`src/rtl/cmn_wb_arbiter_pkg.sv`:
```
// Shared types and constants for the writeback merge stage and its round-robin arbiter.
// No logic. Latency and backpressure do not apply.
package cmn_wb_pkg;

  typedef enum logic [1:0] {
    GRANT_NONE = 2'd0,
    GRANT_0    = 2'd1,
    GRANT_1    = 2'd2
  } grant_e;

  // in1 is treated as the previous winner, so in0 wins the first conflict after reset.
  localparam grant_e LAST_GRANT_RST = GRANT_1;
  localparam int     ZERO_REG_ADDR  = 0;

endpackage

```
`src/rtl/cmn_wb_arbiter_if.sv`:
```
// Bundle of writeback producer, regfile write, forwarding and stall-count signals.
// slave is the merge stage. master is the producer/regfile/read-port side.
interface cmn_wb_arbiter_if #(
  parameter int p_data_nbits = 32,
  parameter int p_addr_nbits = 5,
  parameter int p_cnt_nbits  = 16
);
  logic                    in0_val;
  logic                    in0_rdy;
  logic [p_addr_nbits-1:0] in0_addr;
  logic [p_data_nbits-1:0] in0_data;
  logic                    in1_val;
  logic                    in1_rdy;
  logic [p_addr_nbits-1:0] in1_addr;
  logic [p_data_nbits-1:0] in1_data;
  logic                    wr_en;
  logic [p_addr_nbits-1:0] wr_addr;
  logic [p_data_nbits-1:0] wr_data;
  logic [p_addr_nbits-1:0] byp_addr0;
  logic                    byp_hit0;
  logic [p_data_nbits-1:0] byp_data0;
  logic [p_addr_nbits-1:0] byp_addr1;
  logic                    byp_hit1;
  logic [p_data_nbits-1:0] byp_data1;
  logic [p_cnt_nbits-1:0]  stall_count;

  modport slave (
    input  in0_val, in0_addr, in0_data, in1_val, in1_addr, in1_data, byp_addr0, byp_addr1,
    output in0_rdy, in1_rdy, wr_en, wr_addr, wr_data, byp_hit0, byp_data0, byp_hit1,
           byp_data1, stall_count
  );

  modport master (
    output in0_val, in0_addr, in0_data, in1_val, in1_addr, in1_data, byp_addr0, byp_addr1,
    input  in0_rdy, in1_rdy, wr_en, wr_addr, wr_data, byp_hit0, byp_data0, byp_hit1,
           byp_data1, stall_count
  );
endinterface

```
`src/rtl/cmn_wb_arbiter_rr_arb2.sv`:
```
// Two-input round-robin arbiter. Grant is combinational, and the last winner is registered on each grant.
// A request is granted only while en=1 and reset is released. The losing request waits.
module cmn_rr_arb2
  import cmn_wb_pkg::*;
(
  input  logic       clk,
  input  logic       reset,
  input  logic [1:0] req,
  input  logic       en,
  output logic [1:0] gnt
);

  grant_e last_grant_q, last_grant_d;
  grant_e sel;

  always_ff @(posedge clk or negedge reset) begin
    if (!reset) last_grant_q <= LAST_GRANT_RST;
    else        last_grant_q <= last_grant_d;
  end

  always_comb begin
    sel          = GRANT_NONE;
    last_grant_d = last_grant_q;
    if (reset && en) begin
      case (req)
        2'b01:   sel = GRANT_0;
        2'b10:   sel = GRANT_1;
        2'b11:   sel = (last_grant_q == GRANT_0) ? GRANT_1 : GRANT_0;
        default: sel = GRANT_NONE;
      endcase
    end
    if (sel != GRANT_NONE) last_grant_d = sel;
  end

  assign gnt = {sel == GRANT_1, sel == GRANT_0};

endmodule

```
`src/rtl/cmn_wb_arbiter.sv`:
```
// Merges two writeback producers onto one regfile write port. The write is registered for 1 cycle and forwarded to two read ports.
// One input is accepted per cycle. The conflict loser is held off, and each such cycle counts as a stall.
module cmn_wb_arbiter
  import cmn_wb_pkg::*;
#(
  parameter int p_data_nbits = 32,
  parameter int p_addr_nbits = 5,
  parameter int p_cnt_nbits  = 16
) (
  input logic             clk,
  input logic             reset,
  cmn_wb_arbiter_if.slave wb
);

  localparam logic [p_addr_nbits-1:0] ZERO_A = p_addr_nbits'(ZERO_REG_ADDR);

  logic [1:0]              gnt;
  logic                    fire;
  logic [p_addr_nbits-1:0] sel_addr;
  logic [p_data_nbits-1:0] sel_data;

  logic                    wr_en_q, wr_en_d;
  logic [p_addr_nbits-1:0] wr_addr_q, wr_addr_d;
  logic [p_data_nbits-1:0] wr_data_q, wr_data_d;
  logic [p_cnt_nbits-1:0]  stall_q, stall_d;

  cmn_rr_arb2 u_arb (
    .clk   (clk),
    .reset (reset),
    .req   ({wb.in1_val, wb.in0_val}),
    .en    (1'b1),
    .gnt   (gnt)
  );

  assign wb.in0_rdy = gnt[0];
  assign wb.in1_rdy = gnt[1];
  assign fire       = |gnt;
  assign sel_addr   = gnt[1] ? wb.in1_addr : wb.in0_addr;
  assign sel_data   = gnt[1] ? wb.in1_data : wb.in0_data;

  always_comb begin
    wr_en_d   = fire && (sel_addr != ZERO_A);
    wr_addr_d = wr_addr_q;
    wr_data_d = wr_data_q;
    stall_d   = stall_q;
    // An x0 write is consumed without disturbing the held address and data.
    if (wr_en_d) begin
      wr_addr_d = sel_addr;
      wr_data_d = sel_data;
    end
    if (wb.in0_val && wb.in1_val && !(&stall_q)) stall_d = stall_q + p_cnt_nbits'(1);
  end

  always_ff @(posedge clk or negedge reset) begin
    if (!reset) begin
      wr_en_q   <= 1'b0;
      wr_addr_q <= '0;
      wr_data_q <= '0;
      stall_q   <= '0;
    end else begin
      wr_en_q   <= wr_en_d;
      wr_addr_q <= wr_addr_d;
      wr_data_q <= wr_data_d;
      stall_q   <= stall_d;
    end
  end

  assign wb.wr_en       = wr_en_q;
  assign wb.wr_addr     = wr_addr_q;
  assign wb.wr_data     = wr_data_q;
  assign wb.stall_count = stall_q;

  // The regfile has not committed wr_* yet, so readers of that address take it from here.
  assign wb.byp_hit0  = wr_en_q && (wr_addr_q == wb.byp_addr0) && (wb.byp_addr0 != ZERO_A);
  assign wb.byp_hit1  = wr_en_q && (wr_addr_q == wb.byp_addr1) && (wb.byp_addr1 != ZERO_A);
  assign wb.byp_data0 = wb.byp_hit0 ? wr_data_q : '0;
  assign wb.byp_data1 = wb.byp_hit1 ? wr_data_q : '0;

endmodule

```
`src/flat_wrapper.sv`:
```
// flat-port wrapper written by rule: the top's interface ports become plain ports
module cmn_wb_arbiter_flat import cmn_wb_pkg::*;
#(
  parameter int p_data_nbits = 32,
  parameter int p_addr_nbits = 5,
  parameter int p_cnt_nbits  = 16
)
  (clk, reset, wb_in0_val, wb_in0_addr, wb_in0_data, wb_in1_val, wb_in1_addr, wb_in1_data, wb_byp_addr0, wb_byp_addr1, wb_in0_rdy, wb_in1_rdy, wb_wr_en, wb_wr_addr, wb_wr_data, wb_byp_hit0, wb_byp_data0, wb_byp_hit1, wb_byp_data1, wb_stall_count);
  cmn_wb_arbiter_if #(.p_data_nbits(p_data_nbits), .p_addr_nbits(p_addr_nbits), .p_cnt_nbits(p_cnt_nbits)) wb_i ();
  input logic clk;
  input logic reset;
  input wire logic [$bits(wb_i.in0_val)-1:0] wb_in0_val;
  input wire logic [$bits(wb_i.in0_addr)-1:0] wb_in0_addr;
  input wire logic [$bits(wb_i.in0_data)-1:0] wb_in0_data;
  input wire logic [$bits(wb_i.in1_val)-1:0] wb_in1_val;
  input wire logic [$bits(wb_i.in1_addr)-1:0] wb_in1_addr;
  input wire logic [$bits(wb_i.in1_data)-1:0] wb_in1_data;
  input wire logic [$bits(wb_i.byp_addr0)-1:0] wb_byp_addr0;
  input wire logic [$bits(wb_i.byp_addr1)-1:0] wb_byp_addr1;
  output wire logic [$bits(wb_i.in0_rdy)-1:0] wb_in0_rdy;
  output wire logic [$bits(wb_i.in1_rdy)-1:0] wb_in1_rdy;
  output wire logic [$bits(wb_i.wr_en)-1:0] wb_wr_en;
  output wire logic [$bits(wb_i.wr_addr)-1:0] wb_wr_addr;
  output wire logic [$bits(wb_i.wr_data)-1:0] wb_wr_data;
  output wire logic [$bits(wb_i.byp_hit0)-1:0] wb_byp_hit0;
  output wire logic [$bits(wb_i.byp_data0)-1:0] wb_byp_data0;
  output wire logic [$bits(wb_i.byp_hit1)-1:0] wb_byp_hit1;
  output wire logic [$bits(wb_i.byp_data1)-1:0] wb_byp_data1;
  output wire logic [$bits(wb_i.stall_count)-1:0] wb_stall_count;
  assign wb_i.in0_val = wb_in0_val;
  assign wb_i.in0_addr = wb_in0_addr;
  assign wb_i.in0_data = wb_in0_data;
  assign wb_i.in1_val = wb_in1_val;
  assign wb_i.in1_addr = wb_in1_addr;
  assign wb_i.in1_data = wb_in1_data;
  assign wb_i.byp_addr0 = wb_byp_addr0;
  assign wb_i.byp_addr1 = wb_byp_addr1;
  assign wb_in0_rdy = wb_i.in0_rdy;
  assign wb_in1_rdy = wb_i.in1_rdy;
  assign wb_wr_en = wb_i.wr_en;
  assign wb_wr_addr = wb_i.wr_addr;
  assign wb_wr_data = wb_i.wr_data;
  assign wb_byp_hit0 = wb_i.byp_hit0;
  assign wb_byp_data0 = wb_i.byp_data0;
  assign wb_byp_hit1 = wb_i.byp_hit1;
  assign wb_byp_data1 = wb_i.byp_data1;
  assign wb_stall_count = wb_i.stall_count;
  cmn_wb_arbiter #(.p_data_nbits(p_data_nbits), .p_addr_nbits(p_addr_nbits), .p_cnt_nbits(p_cnt_nbits)) u_core (.clk(clk), .reset(reset), .wb(wb_i));
endmodule
```
`config.mk`:
```
export PLATFORM = sky130hd
export DESIGN_NAME = cmn_wb_arbiter_flat
export DESIGN_NICKNAME = d
export VERILOG_FILES = /design/src/rtl/cmn_wb_arbiter_pkg.sv /design/src/rtl/cmn_wb_arbiter_if.sv /design/src/rtl/cmn_wb_arbiter_rr_arb2.sv /design/src/rtl/cmn_wb_arbiter.sv /design/src/flat_wrapper.sv
export SDC_FILE = /design/constraint.sdc
export NUM_CORES = 1
export LEC_CHECK = 0
export CORE_MARGIN = 3
export CORE_UTILIZATION = 38
export DETAILED_ROUTE_END_ITERATION = 10
export PLACE_DENSITY = 0.88
export SLEW_MARGIN = 20
export SYNTH_ARGS = -nofsm -noshare
export SYNTH_HDL_FRONTEND = slang
export SYNTH_SLANG_ARGS = --single-unit
```
`constraint.sdc`:
```
create_clock -name clk -period 3 [get_ports clk]
set_clock_uncertainty 0.2 [all_clocks]
set_input_delay 0.3 -clock clk [delete_from_list [all_inputs] [get_ports clk]]
set_output_delay 0.3 -clock clk [all_outputs]
set_load 0.005 [all_outputs]
```
### After elaboration in Yosys (flattened, before gate mapping)

Cells that the tools add are included.

* register bits: 56
* input port bits: 88
* output and inout bits: 122
* word-level logic and storage cells: 35

* add/subtract/negate cells: 1
* equal/unequal tests: 8
* multiplexer cells: 7
* reductions and logical operators: 14

Operators with widths (number)
* $mux W32: 3
* $add A16 B1 Y16 const B: 1
* $reduce_and A16 Y1: 1
* $reduce_bool A5 Y1: 3
* $eq A5 B5 Y1: 2
* $logic_and A1 B1 Y1: 7
* $eq A2 B1 Y1 const B: 3
* $eq A2 B2 Y1 const B: 3
* $pmux W2 S3: 1
* $mux W5: 1
* $mux W2: 2
* $reduce_bool A2 Y1: 1
* $reduce_or A2 Y1: 1
* $logic_not A1 Y1: 1

### Logic depth before layout (Yosys ltp)

Gate-level depths: netlist (run 1).

* word-level depth: 8
* gate-level depth with buffers: 11
* mapped depth without buffers: 9

### Hierarchy

A second synthesis (run 1) with hierarchy kept.

* cell total of the unflattened synthesis: 296
* area total of the unflattened synthesis: 3392.0 um^2

Modules (own cells, without submodules)
* cmn_wb_arbiter: instances 1, cells each 285, area an instance 3281.9 um^2, sequential area each 1351.3 um^2
* cmn_rr_arb2: instances 1, cells each 11, area an instance 110.1 um^2, sequential area each 51.3 um^2

### Least setup slack after synthesis (run 1)

Ideal clock, no wire load.

* kind: reg2reg
* start: reg u_core.u_arb.last_grant_q[1]
* end: reg u_core.wr_addr_q[0] (netlist: u_core.wb.wr_addr[0])
* library setup time: 125 ps
* data arrival time: 2348 ps
* required time: 2675 ps
* path slack: 327 ps
* stages on the path, launching flop included: 10
* path buffers: 2
* clock period less this slack: 2673 ps
* cell sequence: dfstp_2 -> nand3b_1 -> nand3_1 -> ha_1 -> or4_1 -> o31ai_1 -> a31oi_1 -> buf_6 -> buf_6 -> mux2_4

* longest elaborated chain between the ends: 8
* elaborated cells between the ends (all ways): 10
* classes of those cells: eq/ne: 3; mux: 4; reduce/logical: 3

Ends and longest elaborated chain
* start: declaration: RTL line cmn_wb_arbiter_rr_arb2.sv:13 `grant_e last_grant_q, last_grant_d;`
* start signal: assignment: RTL line cmn_wb_arbiter_rr_arb2.sv:18 `else last_grant_q <= last_grant_d;`
* $eq A2 B1 Y1 *: RTL line cmn_wb_arbiter_rr_arb2.sv:28 `2'b11: sel = (last_grant_q == GRANT_0) ? GRANT_1 : GRANT_0;`
* $mux W2 *: RTL line cmn_wb_arbiter_rr_arb2.sv:28
* $pmux W2 S3 *: RTL line cmn_wb_arbiter_rr_arb2.sv:25 `case (req)`
* $mux W2 *: RTL line cmn_wb_arbiter_rr_arb2.sv:24 `if (reset && en) begin`
* $eq A2 B2 Y1 *: RTL line cmn_wb_arbiter_rr_arb2.sv:35 `assign gnt = {sel == GRANT_1, sel == GRANT_0};`
* via wb_in1_rdy: RTL line flat_wrapper.sv:21 `output wire logic [$bits(wb_i.in1_rdy)-1:0] wb_in1_rdy;`
* $mux W5: RTL line cmn_wb_arbiter.sv:38 `assign sel_addr = gnt[1] ? wb.in1_addr : wb.in0_addr;`
* $reduce_bool A5 Y1: RTL line cmn_wb_arbiter.sv:42 `wr_en_d = fire && (sel_addr != ZERO_A);`
* $logic_and A1 B1 Y1: RTL line cmn_wb_arbiter.sv:42
* end signal: assignment: RTL line cmn_wb_arbiter.sv:62 `wr_addr_q <= wr_addr_d;`
* end: declaration: RTL line cmn_wb_arbiter.sv:23 `logic [p_addr_nbits-1:0] wr_addr_q, wr_addr_d;`

The timed path passes the listed nets; every way through them passes the cells marked *.
A chain may end at the register's enable or synchronous reset.

### Final worst setup path (run 1)

* start: in reset
* end: out wb_in1_rdy

* longest elaborated chain between the ends: 2

Ends and longest elaborated chain
* start: declaration: RTL line flat_wrapper.sv:11 `input logic reset;`
* $mux W2: RTL line cmn_wb_arbiter_rr_arb2.sv:24
* via u_core.u_arb.sel[1]: RTL line cmn_wb_arbiter_rr_arb2.sv:14 `grant_e sel;`
* $eq A2 B2 Y1: RTL line cmn_wb_arbiter_rr_arb2.sv:35
* end: declaration: RTL line flat_wrapper.sv:21

The timed path passes the listed nets, and every way through them passes these cells.

==> impl_metrics.ini, run 1 <==
[grt]
use_met1_pct = 25.6
use_met3_pct = 3.60
antenna_found_initial = 0
grt_first_pass_wirelength_mm = 17.4
grt_max_degree = 56
grt_overflow_total = 0
use_met2_pct = 39.7
grt_pass1_vias = 3360
top_usage_layer = met2
grt_usage_pct = 21.6

[worst_hold_path]
hold_depth = 2
hold_class = register to register
holdCritStartpoint = u_core.u_arb.last_grant_q[1]$_DFFE_PN1P_
worstHoldEndpoint = u_core.u_arb.last_grant_q[1]$_DFFE_PN1P_

[power]
powerDensity_mw_per_mm2 = 443
power.leakage_nw = 2.32
irDropWorstVdd_mv = 0.235

[logic_synthesis]
synth_xor_area_share_pct = 5.37
synth_top_area_share_pct = 40.2
ys_warn_count = 0
synth_cells = 303
synth_area_leader_cell = dfrtp_1
ys_ff_latch = 56
syn-num-nets = 395
avgSynthCellArea_um2 = 11.3
synth.distinct_cells = 33
synth_mux_area_share_pct = 27.1
synth_top_family_by_area = multiplexers
synth_compound_area_share_pct = 2.12
synth_fa_ha_area_share_pct = 1.46
syn_area_mm2 = 0.00342
yosysSeqAreaShare_pct = 41.0
synth-simple-area-share_pct = 20.2
yosys-top-cells-area = dfrtp_1 (40%), mux2_2 (19%), and2_1 (12%), mux2_4 (8.3%), xnor2_1 (3.1%)

[clocking]
cts_max_path_buffers = 2
cts_sinks = 56
clk_pin_slew_ns = 0.09
post_cts_buffers = 0
cts-root-buf = clkbuf_8
cts_buffers = 5
clk_latency_ns = 0.30
cts_hold_buf = 1
cts_tree = built
cts.htree.levels = 2
cts_resized = 0

[die]
start_util_pct = 40.4
row_count = 33
die-area_mm2 = 0.0102
die_h_um = 101
die_w_um = 101
pin_count = 210
core_area_mm2 = 0.00846

[cells_and_area]
nNetsFinal = 610
drive_gt1_share_pct = 19.3
diodes = 0
final_common_cell = clkdlybuf4s50_1
areaGrowthSynthToFinish_pct = 69.5
fin_cells = 624
layout_common_cells = clkdlybuf4s50_1 (208), and2_1 (66), mux2_2 (57), dfrtp_1 (55), mux2_4 (19)

[placement]
portBuffers = 209
dp_cells = 615
gp_congestion = 0.849
dpl.hpwl_mm = 8.89
dp_slack_ns = -0.135

[worst_setup_path]
worst-r2r-setup-slack_ns = 0.19
r2r_start = u_core.u_arb.last_grant_q[1]$_DFFE_PN1P_
worstRegToRegCells = 10
cp.required_ns = 2.50
worstSetupPathType = input pin to output pin
crit_path_start_kind = input pin
endpoint_kind = output pin
path_max_fanout = 39
reg2reg_to = u_core.wb.wr_data[30]$_DFFE_PN0P_
crit_arrival_ns = 2.38

[routing]
viasPerCell = 4.97
first_pass_iters = 4
wirelength_mm = 11.0
route.detailed.drc = 0
antenna_left = 0
num_vias = 3102
drt-wirelength-per-cell_um = 17.6
drt_iter0_markers = 47

[timing]
fin_crit_ns = 2.88
tightest_slew_ns = 0.671
slew_headroom_pct = 55.3
fin_ws_ns = 0.124
fmax_ghz = 0.348
hold_viol = 0
setup_viol = 0
slew_viol_final = 0
fin_crit_sh_pct = 95.9
whs_ns = 0.298
rsz0062_at_grt = no

[status]
status = completed

[run]
cap_violations = 0
## power by group
group / total [W] / internal [W] / switching, W
Sequential: 0.00117 / 0.000939 / 0.000229
Combinational: 0.00101 / 0.000714 / 0.000292
Clock: 0.000394 / 0.000165 / 0.000229
## worst max path at each step
stage	start	end	slack [ns]	cells past startpoint
3_5_place_dp	wb_in0_val	u_core.wb.wr_data[30]$_DFFE_PN0P_	-0.14	11
2_1_floorplan	u_core.u_arb.last_grant_q[1]$_DFFE_PN1P_	u_core.wb.wr_addr[0]$_DFFE_PN0P_	0.33	9
5_1_grt	reset	wb_in1_rdy	0.03	7
4_1_cts	reset	wb_in1_rdy	0.09	7
6_report	reset	wb_in1_rdy	0.12	7
3_3_place_gp	wb_in0_val	u_core.wb.wr_data[5]$_DFFE_PN0P_	0.06	11
## cell usage after synthesis, drive strengths merged
library cell,instances
nand4,10
o31ai,1
nand3b,1
nor3b,1
and3,1
clkbuf,8
nand2,11
a31oi,1
nor3,4
or2,2
and2,66
mux2,76
inv,5
dfrtp,55
dfstp,1
o211ai,2
buf,6
o21ai,5
ha,4
or4,3
nor4,4
and4,2
nand3,5
nor2b,1
xnor2,12
nand4b,1
o41a,1
nor2,4
xor2,9
o21a,1
## cell type report
class	count	area, um2
fillers	629	2660
repair buffers	222	2220
multi-input cells	228	1940
flip-flops and latches	56	1400
well taps	105	131
clock buffers	7	76.3
inverters	5	18.8
clock inverters	1	5.00
## registers in the layout (all words and copies together) (netlist names)
name and cells:
u_core.wb.stall_count 16, u_core.wb.wr_addr 5, u_core.u_arb.last_grant_q 2, u_core.wb.wr_data 32
u_core.wb.wr_en 1
## metal layers
layer,routed length [um],vias up
met4,216,0
met1,4280,1498
met3,548,12
met2,5930,115
li1,-,1477
met5,0,-
## logic make-up (layout without fill, tap and decap cells)
| logic type | count (synthesis) | count (layout) |
|---|---|---|
| mux | 76 | 76 |
| buf+inv | 19 | 235 |
| compound gates | 11 | 11 |
| simple gates | 116 | 116 |
| flops | 56 | 56 |
| fa+ha+maj | 4 | 4 |
| xor+xnor | 21 | 21 |
## worst max-delay path: stages
cell	delay, ns
dlygate4sd3_1	0.52
buf_2	0.15
nand3_1	0.10
inv_1	0.07
ha_2	0.17
buf_4	0.43
clkdlybuf4s50_1	0.61
## metrics by stage
stage               area, um2  total power [W]  utilization, %  TNS (ns)
floorplan                3420          0.00152               -         0
global placement         5710          0.00215            67.5         0
detailed placement       5710          0.00220            67.5     -4.05
CTS                      5800          0.00260            68.5         0
global route             5800          0.00273            68.5         0
finish                   5800          0.00257            68.5         0
(Power assumes the default switching activity.)
==> inputs of run 2 (changes only) <==
--- a/config.mk
+++ b/config.mk
@@ -9,6 +9,7 @@
 export CORE_UTILIZATION = 38
 export DETAILED_ROUTE_END_ITERATION = 10
 export PLACE_DENSITY = 0.88
+export SKIP_LAST_GASP = 1
 export SLEW_MARGIN = 20
 export SYNTH_ARGS = -nofsm -noshare
 export SYNTH_HDL_FRONTEND = slang
==> results of run 2 <==
The final DEF is identical to that of run 1; final timing and power are the same.
==> inputs of run 3 (changes only) <==
--- a/config.mk
+++ b/config.mk
@@ -8,6 +8,7 @@
 export CORE_MARGIN = 3
 export CORE_UTILIZATION = 38
 export DETAILED_ROUTE_END_ITERATION = 10
+export MAX_ROUTING_LAYER = met4
 export PLACE_DENSITY = 0.88
 export SKIP_LAST_GASP = 1
 export SLEW_MARGIN = 20
==> run 3 against run 2 <==
Non-clock buffer count is the same; via count decreased by 0.64%; power is essentially flat; worst hold slack got worse by 0.0023 ns; critical path depth is the same; fmax up 0.13%; critical endpoint unchanged; largest cell class unchanged.
==> impl_metrics.ini, run 3 (synthesized netlist as in run 1, its figures left out) <==
[clocking]
cts.htree.levels = 2
cts_hold_buf = 1
cts_resized = 0
clk_pin_slew_ns = 0.09
clk_latency_ns = 0.30
cts_max_path_buffers = 2
post_cts_buffers = 0
cts_buffers = 5
cts-root-buf = clkbuf_8
cts_tree = built
cts_sinks = 56

[grt]
grt_usage_pct = 22.3
grt_max_degree = 56
grt_overflow_total = 0
antenna_found_initial = 0
grt_pass1_vias = 3349
grt_first_pass_wirelength_mm = 17.4

[placement]
dp_cells = 615
portBuffers = 209
dp_slack_ns = -0.135
gp_congestion = 0.862
dpl_cell_area_mm2 = 0.00571
dpl.hpwl_mm = 8.89

[status]
status = completed

[worst_setup_path]
critPathMaxStageDelay_ns = 0.61
crit_arrival_ns = 2.37
crit_path_start_kind = input pin
crit_slowest_cell = clkdlybuf4s50_1
endpoint_kind = output pin
crit_chain = dlygate4sd3_1, buf_2, nand3_1, inv_1, ha_2, buf_4, clkdlybuf4s50_1
cp.required_ns = 2.50
worstSetupPathType = input pin to output pin
path_max_fanout = 39

[die]
pin_count = 210
row_count = 33
die_h_um = 101
die_w_um = 101
core_area_mm2 = 0.00846
die-area_mm2 = 0.0102
start_util_pct = 40.4

[routing]
num_vias = 3082
first_pass_iters = 5
drt-wirelength-per-cell_um = 17.6
route.detailed.drc = 0
drt_iter0_markers = 46
viasPerCell = 4.94
wirelength_mm = 11.0
antenna_left = 0

[worst_hold_path]
hold_class = register to register

[timing]
slew_headroom_pct = 54.9
fmax_ghz = 0.348
fin_crit_sh_pct = 95.7
hold_viol = 0
setup_viol = 0
slew_viol_final = 0
fin_ws_ns = 0.128
rsz0062_at_grt = no
tightest_slew_ns = 0.677
whs_ns = 0.296
fin_crit_ns = 2.87

[run]
cap_violations = 0

[cells_and_area]
areaGrowthSynthToFinish_pct = 69.5
largest_reg_flops = 32
diodes = 0
layout_common_cells = clkdlybuf4s50_1 (208), and2_1 (66), mux2_2 (57), dfrtp_1 (55), mux2_4 (19)
nNetsFinal = 610
final_core_util_pct = 68.5
fill_cells = 629
fin_cells = 624
drive_gt1_share_pct = 19.3
final_common_cell = clkdlybuf4s50_1
stdcell_area_mm2 = 0.00580

[power]
power.leakage_nw = 2.32
powerDensity_mw_per_mm2 = 443
irDropWorstVdd_mv = 0.235
-- run 3: cell counts in the layout (fill, tap and decap cells not counted) --
No cell type changed its count.
-- run 3: per-layer routing --
metal	up-vias	track usage (%)	wire length [um]
met5	-	-	0
met4	0	6.13	216
met3	12	2.63	430
met2	111	39.6	5920
met1	1482	26.5	4420
li1	1477	-	-
-- run 3: layout make-up --
class	count	area, um2	share of cell area, %
Clock buffer	7	76.3	1.32
Sequential cell	56	1400	24.2
Timing Repair Buffer	222	2220	38.4
Inverter	5	18.8	0.324
Clock inverter	1	5.00	0.0863
Tap cell	105	131	2.26
Multi-Input combinational cell	228	1940	33.5
-- run 3: power by group --
| part | internal, W | leakage [nW] | total [W] | switching [W] |
|---|---|---|---|---|
| logic | 0.000714 | 1.60 | 0.00101 | 0.000293 |
| clock network | 0.000165 | 0.0422 | 0.000394 | 0.000229 |
| registers | 0.000939 | 0.680 | 0.00117 | 0.000229 |
-- run 3: final timing paths --
check / from / to / cells past startpoint / slack [ns]
max in group asynchronous: reset / u_core.wb.wr_data[9]$_DFFE_PN0P_ / 3 / 1.62
hold / removal: u_core.u_arb.last_grant_q[1]$_DFFE_PN1P_ / u_core.u_arb.last_grant_q[1]$_DFFE_PN1P_ / 2 / 0.30
min in group asynchronous: reset / u_core.u_arb.last_grant_q[1]$_DFFE_PN1P_ / 2 / 0.31
setup reg to reg: u_core.u_arb.last_grant_q[1]$_DFFE_PN1P_ / u_core.wb.wr_data[30]$_DFFE_PN0P_ / 10 / 0.19
hold reg to reg: u_core.u_arb.last_grant_q[1]$_DFFE_PN1P_ / u_core.u_arb.last_grant_q[1]$_DFFE_PN1P_ / 2 / 0.30
setup / recovery: reset / wb_in1_rdy / 7 / 0.13
-- run 3: per-stage QoR --
| stage | power [W] | TNS [ns] |
|---|---|---|
| after floorplan | 0.00152 | 0 |
| after global placement | 0.00215 | 0 |
| after detailed placement | 0.00220 | -4.05 |
| after CTS | 0.00260 | 0 |
| after global routing | 0.00273 | 0 |
| final | 0.00257 | 0 |
-- run 3: worst max-delay path, delay by kind of cell --
kind,cells,cell delay [ns]
buf+inv,5,1.78
simple gates,1,0.10
fa+ha+maj,1,0.17
